==> src/rtl/tpu_job_sequencer.sv <==
// tpu_job_sequencer: walks a byte-serial MAC engine through clear, accumulate,
// operand load, multiply wait and result readback for one job of N tiles.
module tpu_job_sequencer #(
  parameter int STROBE_GAP = 3,
  parameter int MUL_WAIT   = 8,
  parameter int RES_BYTES  = 2,
  parameter int TIMEOUT    = 64
) (
  input  logic       clk,
  input  logic       rst,
  input  logic       cmd_valid,
  input  logic [3:0] cmd_tiles,
  output logic       cmd_ready,
  input  logic       in_valid,
  input  logic [7:0] in_data,
  output logic       in_ready,
  output logic [7:0] eng_datos_in,
  output logic       eng_write,
  output logic       eng_clear,
  output logic       eng_accu,
  output logic       eng_read,
  input  logic [7:0] eng_datos_out,
  input  logic       eng_ena_out,
  output logic       res_valid,
  output logic [7:0] res_data,
  output logic       res_last,
  input  logic       res_ready,
  output logic       busy,
  output logic       err
);

  localparam int GAP_CYC = (STROBE_GAP > 0) ? STROBE_GAP : 1;
  localparam int MW_CYC  = (MUL_WAIT > GAP_CYC) ? MUL_WAIT : GAP_CYC;
  localparam int TO_CYC  = (TIMEOUT > 0) ? TIMEOUT : 1;
  localparam int TMAX_A  = (TO_CYC > MW_CYC) ? TO_CYC : MW_CYC;
  localparam int TW      = $clog2(TMAX_A + 1);
  localparam int RW      = $clog2(RES_BYTES + 1);

  localparam logic [TW-1:0] GAP_LD  = TW'(GAP_CYC - 1);
  localparam logic [TW-1:0] MW_LD   = TW'(MW_CYC - 1);
  localparam logic [TW-1:0] TO_LD   = TW'(TO_CYC - 1);
  localparam logic [RW-1:0] RD_LAST = RW'(RES_BYTES - 1);

  typedef enum logic [3:0] {
    S_IDLE,
    S_CLEAR,
    S_ARM,
    S_LOAD,
    S_GAP,
    S_MUL_WAIT,
    S_READ,
    S_WAIT_OUT,
    S_PUSH
  } state_t;

  state_t          state;
  state_t          state_d;
  state_t          gap_ret;
  state_t          gap_ret_d;
  logic [3:0]      tiles_left;
  logic [1:0]      byte_cnt;
  logic [RW-1:0]   rd_cnt;
  logic [TW-1:0]   timer;
  logic            ena_prev;
  logic            ena_rise;
  logic            accept;
  logic            timer_zero;
  logic            rd_last;

  assign ena_rise   = eng_ena_out & ~ena_prev;
  assign accept     = (state == S_LOAD) & in_valid;
  assign timer_zero = (timer == '0);
  assign rd_last    = (rd_cnt == RD_LAST);

  assign cmd_ready = (state == S_IDLE);
  assign busy      = (state != S_IDLE);
  assign in_ready  = (state == S_LOAD);
  assign res_valid = (state == S_PUSH);
  assign res_last  = (state == S_PUSH) & rd_last;

  always_comb begin
    state_d   = state;
    gap_ret_d = gap_ret;
    unique case (state)
      S_IDLE: begin
        if (cmd_valid) state_d = S_CLEAR;
      end
      S_CLEAR: begin
        state_d   = S_GAP;
        gap_ret_d = S_ARM;
      end
      S_ARM: begin
        state_d   = S_GAP;
        gap_ret_d = S_LOAD;
      end
      S_LOAD: begin
        if (in_valid) begin
          if (byte_cnt == 2'd3) begin
            state_d = S_MUL_WAIT;
          end else begin
            state_d   = S_GAP;
            gap_ret_d = S_LOAD;
          end
        end
      end
      S_GAP: begin
        if (timer_zero) state_d = gap_ret;
      end
      S_MUL_WAIT: begin
        if (timer_zero) begin
          state_d = (tiles_left != 4'd0) ? S_LOAD : S_READ;
        end
      end
      S_READ: begin
        state_d = S_WAIT_OUT;
      end
      S_WAIT_OUT: begin
        if (ena_rise || timer_zero) state_d = S_PUSH;
      end
      S_PUSH: begin
        if (res_ready) begin
          if (rd_last) begin
            state_d = S_IDLE;
          end else begin
            state_d   = S_GAP;
            gap_ret_d = S_READ;
          end
        end
      end
      default: begin
        state_d = S_IDLE;
      end
    endcase
  end

  always_ff @(posedge clk or posedge rst) begin
    if (rst) begin
      state   <= S_IDLE;
      gap_ret <= S_IDLE;
    end else begin
      state   <= state_d;
      gap_ret <= gap_ret_d;
    end
  end

  // Strobes are registered one cycle after their state so they never glitch.
  always_ff @(posedge clk or posedge rst) begin
    if (rst) begin
      eng_clear    <= 1'b0;
      eng_accu     <= 1'b0;
      eng_write    <= 1'b0;
      eng_read     <= 1'b0;
      eng_datos_in <= 8'h00;
      ena_prev     <= 1'b0;
    end else begin
      eng_clear <= (state == S_CLEAR);
      eng_accu  <= (state == S_ARM);
      eng_write <= accept;
      eng_read  <= (state == S_READ);
      ena_prev  <= eng_ena_out;
      if (accept) eng_datos_in <= in_data;
    end
  end

  always_ff @(posedge clk or posedge rst) begin
    if (rst) begin
      timer <= '0;
    end else if (state_d != state) begin
      unique case (state_d)
        S_GAP:      timer <= GAP_LD;
        S_MUL_WAIT: timer <= MW_LD;
        S_WAIT_OUT: timer <= TO_LD;
        default:    timer <= '0;
      endcase
    end else if (!timer_zero) begin
      timer <= timer - TW'(1);
    end
  end

  always_ff @(posedge clk or posedge rst) begin
    if (rst) begin
      tiles_left <= 4'd0;
      byte_cnt   <= 2'd0;
      rd_cnt     <= '0;
      res_data   <= 8'h00;
      err        <= 1'b0;
    end else begin
      unique case (state)
        S_IDLE: begin
          if (cmd_valid) begin
            tiles_left <= (cmd_tiles == 4'd0) ? 4'd1 : cmd_tiles;
            byte_cnt   <= 2'd0;
            rd_cnt     <= '0;
            err        <= 1'b0;
          end
        end
        S_LOAD: begin
          if (in_valid) begin
            if (byte_cnt == 2'd3) begin
              byte_cnt   <= 2'd0;
              tiles_left <= tiles_left - 4'd1;
            end else begin
              byte_cnt <= byte_cnt + 2'd1;
            end
          end
        end
        S_MUL_WAIT: begin
          if (timer_zero && tiles_left == 4'd0) rd_cnt <= '0;
        end
        S_WAIT_OUT: begin
          if (ena_rise) begin
            res_data <= eng_datos_out;
          end else if (timer_zero) begin
            res_data <= 8'h00;
            err      <= 1'b1;
          end
        end
        S_PUSH: begin
          if (res_ready && !rd_last) rd_cnt <= rd_cnt + RW'(1);
        end
        default: begin
        end
      endcase
    end
  end

endmodule

==> config.mk <==
export PLATFORM = sky130hd
export DESIGN_NAME = tpu_job_sequencer
export DESIGN_NICKNAME = d
export VERILOG_FILES = /design/src/rtl/tpu_job_sequencer.sv
export SDC_FILE = /design/constraint.sdc
export NUM_CORES = 1
export LEC_CHECK = 0
export CAP_MARGIN = 0
export CORE_MARGIN = 2
export CORE_UTILIZATION = 50
export CTS_BUF_LIST = sky130_fd_sc_hd__clkbuf_8 sky130_fd_sc_hd__clkbuf_16
export CTS_CLUSTER_DIAMETER = 80
export DETAILED_ROUTE_END_ITERATION = 8
export GPL_TIMING_DRIVEN = 0
export PLACE_DENSITY = 0.77
export SETUP_SLACK_MARGIN = 0.15
export SYNTH_ARGS = -nofsm -noshare
export SYNTH_HDL_FRONTEND = slang
export SYNTH_SLANG_ARGS = --single-unit
==> constraint.sdc <==
create_clock -name clk -period 3.2 [get_ports clk]
set_input_delay 0.48 -clock clk [delete_from_list [all_inputs] [get_ports clk]]
set_output_delay 0.48 -clock clk [all_outputs]
set_load 0.1 [all_outputs]
==> flow_summary.toml <==
[detailed_routing]
drtPass1Iterations = 4
vias = 1826
via_per_inst = 5.50
wl_per_cell_um = 14.5
drc = 0
drtIter0Drc = 97
wirelength_um = 4820
postRouteAntennaNets = 0

[yosys]
ys_warn_count = 0
synthTopCellsByCount = "dfrtp_1 (44), nor2_1 (20), nand2_1 (17), inv_1 (13), o21ai_0 (12)"
synth_area_leader_cell = "dfrtp_1"
yosysUniqueCellTypes = 47
netlist.area_leader.share_pct = 49.0
synth_ff_type = "dfrtp_1"
avgSynthCellArea_sq_um = 10.2
synth_edf_count = 0
syn-instance-count = 220
ys_ff_latch = 44
seq_area_frac_synth_pct = 49.0
ys_top_cells_by_area = "dfrtp_1 (49%), mux2_2 (4.0%), a22o_1 (3.9%)"
synth_nets = 250
netlist_area_sq_um = 2250
synth.most_common_cell = "dfrtp_1"
synthArstFlopShare_pct = 100

[clock_network]
root_buffer = "clkbuf_8"
cts_sinks = 44
cts_tree = "built"
htree_num_levels = 2
post_cts_buffers = 0
cts-buffers-inserted = 5
worstSkewPairLatency_ns = 0.29
clockBufferDepth = 2
clk_pin_slew_ns = 0.08

[floorplan]
rows = 24
core_sq_um = 4350
die_y_um = 71.0
io_pins = 52
initial_core_util_pct = 51.6
dieArea_sq_um = 5040
chipWidth_um = 71.0

[sta]
slew_viol_final = 0
fin_crit_ns = 2.87
rsz0062_at_grt = "false"
fmax_ghz = 0.348
setup_slack_ns = 0.330
hold_viol = 0
clock_skew_ns = 0.00487
relSlewSlack_pct = 34.6
max_slew.worst_pin.slew_ns = 0.979
period_share_pct = 89.7
setup_tns_ns = 0
finalSetupViolations = 0

[grt]
grt_pass1_wl_um = 8410
gr-total-overflow = 0
grt_max_degree = 24
first_global_vias = 1830
antenna_found_initial = 0
grtUsageTotal_pct = 20.7

[layout]
num_antenna_cells = 0
layout-drive-gt1-share_pct = 12.1
instances_no_fill = 332
syn_to_final_growth_pct = 31.5
fin_nets = 309

[job]
drv_cap = 0

[place]
dp_slack_ns = 0.0938
dpl.hpwl_um = 3590
placed_cells = 324
gp_congestion = 0.877
io_buffers = 51

[setup_path]
worst_ep_arrival_time_ns = 2.39
start_kind = "flip-flop"
worstSetupPathType = "reg2out"
critPathRequiredTime_ns = 2.72
reg2reg_from = "timer[0]"
worst_path_max_delay_cell = "dlygate4sd2_1"
crit_start = "state[0]"
crit_buf_inv = 2
critPathCaptureType = "primary output"
critical_path.top_delay_family = "buffers and inverters"
cp_slowest_stage_delay_ns = 0.87
path_cells = "nor2_1 > nand3b_1 > inv_1 > dlygate4sd2_1"
cp_max_fo = 8

[hold_path]
hold_path.class = "reg2reg"
hp-start = "rd_cnt[1]"

[status]
outcome = "finished clean"
## state kept, by name, summed over array words and instances (netlist names)
register and count:
gap_ret 3, timer 7, err 1, eng_accu 1
eng_clear 1, eng_datos_in 8, res_data 8, tiles_left 4
eng_read 1, state 4, byte_cnt 2, eng_write 1
ena_prev 1, rd_cnt 2
## final timing paths
| kind | end | slack, ns | cells after the start |
|---|---|---|---|
| max in group asynchronous | timer[4] | 2.19 | 3 |
| max | res_valid | 0.33 | 4 |
| min in group asynchronous | rd_cnt[1] | 0.53 | 2 |
| min reg2reg | rd_cnt[1] | 0.48 | 2 |
| max reg2reg | timer[6] | 0.36 | 10 |
| min | rd_cnt[1] | 0.48 | 2 |
## worst reg2reg max path, stage by stage (launching register included)
cell	delay, ns
dfrtp_1	0.39
inv_1	0.09
ha_1	0.20
or4b_4	0.47
buf_6	0.15
o31ai_2	0.35
o2111ai_1	0.27
and4b_2	0.31
o221a_1	0.22
buf_6	0.15
o311a_2	0.13
## repair_timing
action / CTS / global route
pin swaps: 0 / 0
cloned: 0 / 0
gates resized for setup: 4 / 7
hold buffers: 0 / 0
endpoints found under the setup margin: 4 / 10
## per-layer routing
layer  share of wire, %  up-vias  GRT usage, %  wire [um]
met1                 46      864          29.2       2220
met5                  0        -             0          0
met3                4.8        6          3.99        232
met2                 48       56          32.7       2320
li1                   -      900             -          -
met4                1.0        0          5.87         48
## stage by stage
step | util [%] | hold slack (ns) | area [sq um]
2_1_floorplan | - | 0.449 | 2250
3_3_place_gp | 64.8 | 0.464 | 2820
3_5_place_dp | 65.4 | 0.467 | 2850
4_1_cts | 67.8 | 0.486 | 2950
5_1_grt | 67.8 | 0.526 | 2950
6_report | 67.8 | 0.483 | 2950
## cells by family after synthesis
group / count (synthesis) / synth area share [%]
fa+ha+maj: 4 / 2.23
mux: 15 / 7.13
compound gates: 54 / 17.4
buf+inv: 21 / 4.18
simple gates: 77 / 18.1
flops: 44 / 49.0
xor+xnor: 5 / 1.95
## cell type report
| class | count | area, sq um |
|---|---|---|
| Fill cell | 339 | 1400 |
| Sequential cell | 44 | 1100 |
| Multi-Input combinational cell | 155 | 1060 |
| Timing Repair Buffer | 52 | 528 |
| Clock buffer | 5 | 68.8 |
| Tap cell | 52 | 65.1 |
| Inverter | 13 | 48.8 |
| Buffer | 8 | 45.0 |
| Clock inverter | 3 | 38.8 |
## placed cells by master, fill, tap and decap left out, types with 2 or more instances in the layout
cell	synthesis	layout
o21ai_0	12	12
nand2_1	17	17
clkbuf_1	6	6
a21oi_1	11	11
inv_1	13	13
xor2_1	2	2
dfrtp_1	44	44
a31oi_1	2	2
buf_6	2	2
nor3b_1	2	2
and2_1	3	3
xnor2_1	3	3
dlygate4sd2_1	0	2
clkbuf_8	0	5
mux2_2	8	8
o211ai_1	2	2
nand2b_1	5	5
clkbuf_2	0	2
nor3_1	7	7
nand3_1	5	5
o2111ai_1	2	2
nor2_1	20	19
or2_2	4	4
nor2b_1	3	3
or3b_2	2	2
ha_1	4	4
clkdlybuf4s50_1	0	46
mux2i_1	7	7
a22o_1	10	10
a211oi_1	2	2
Power is not shown: default switching activity piles up to over one toggle a cycle in this logic, so the estimate is an artifact.
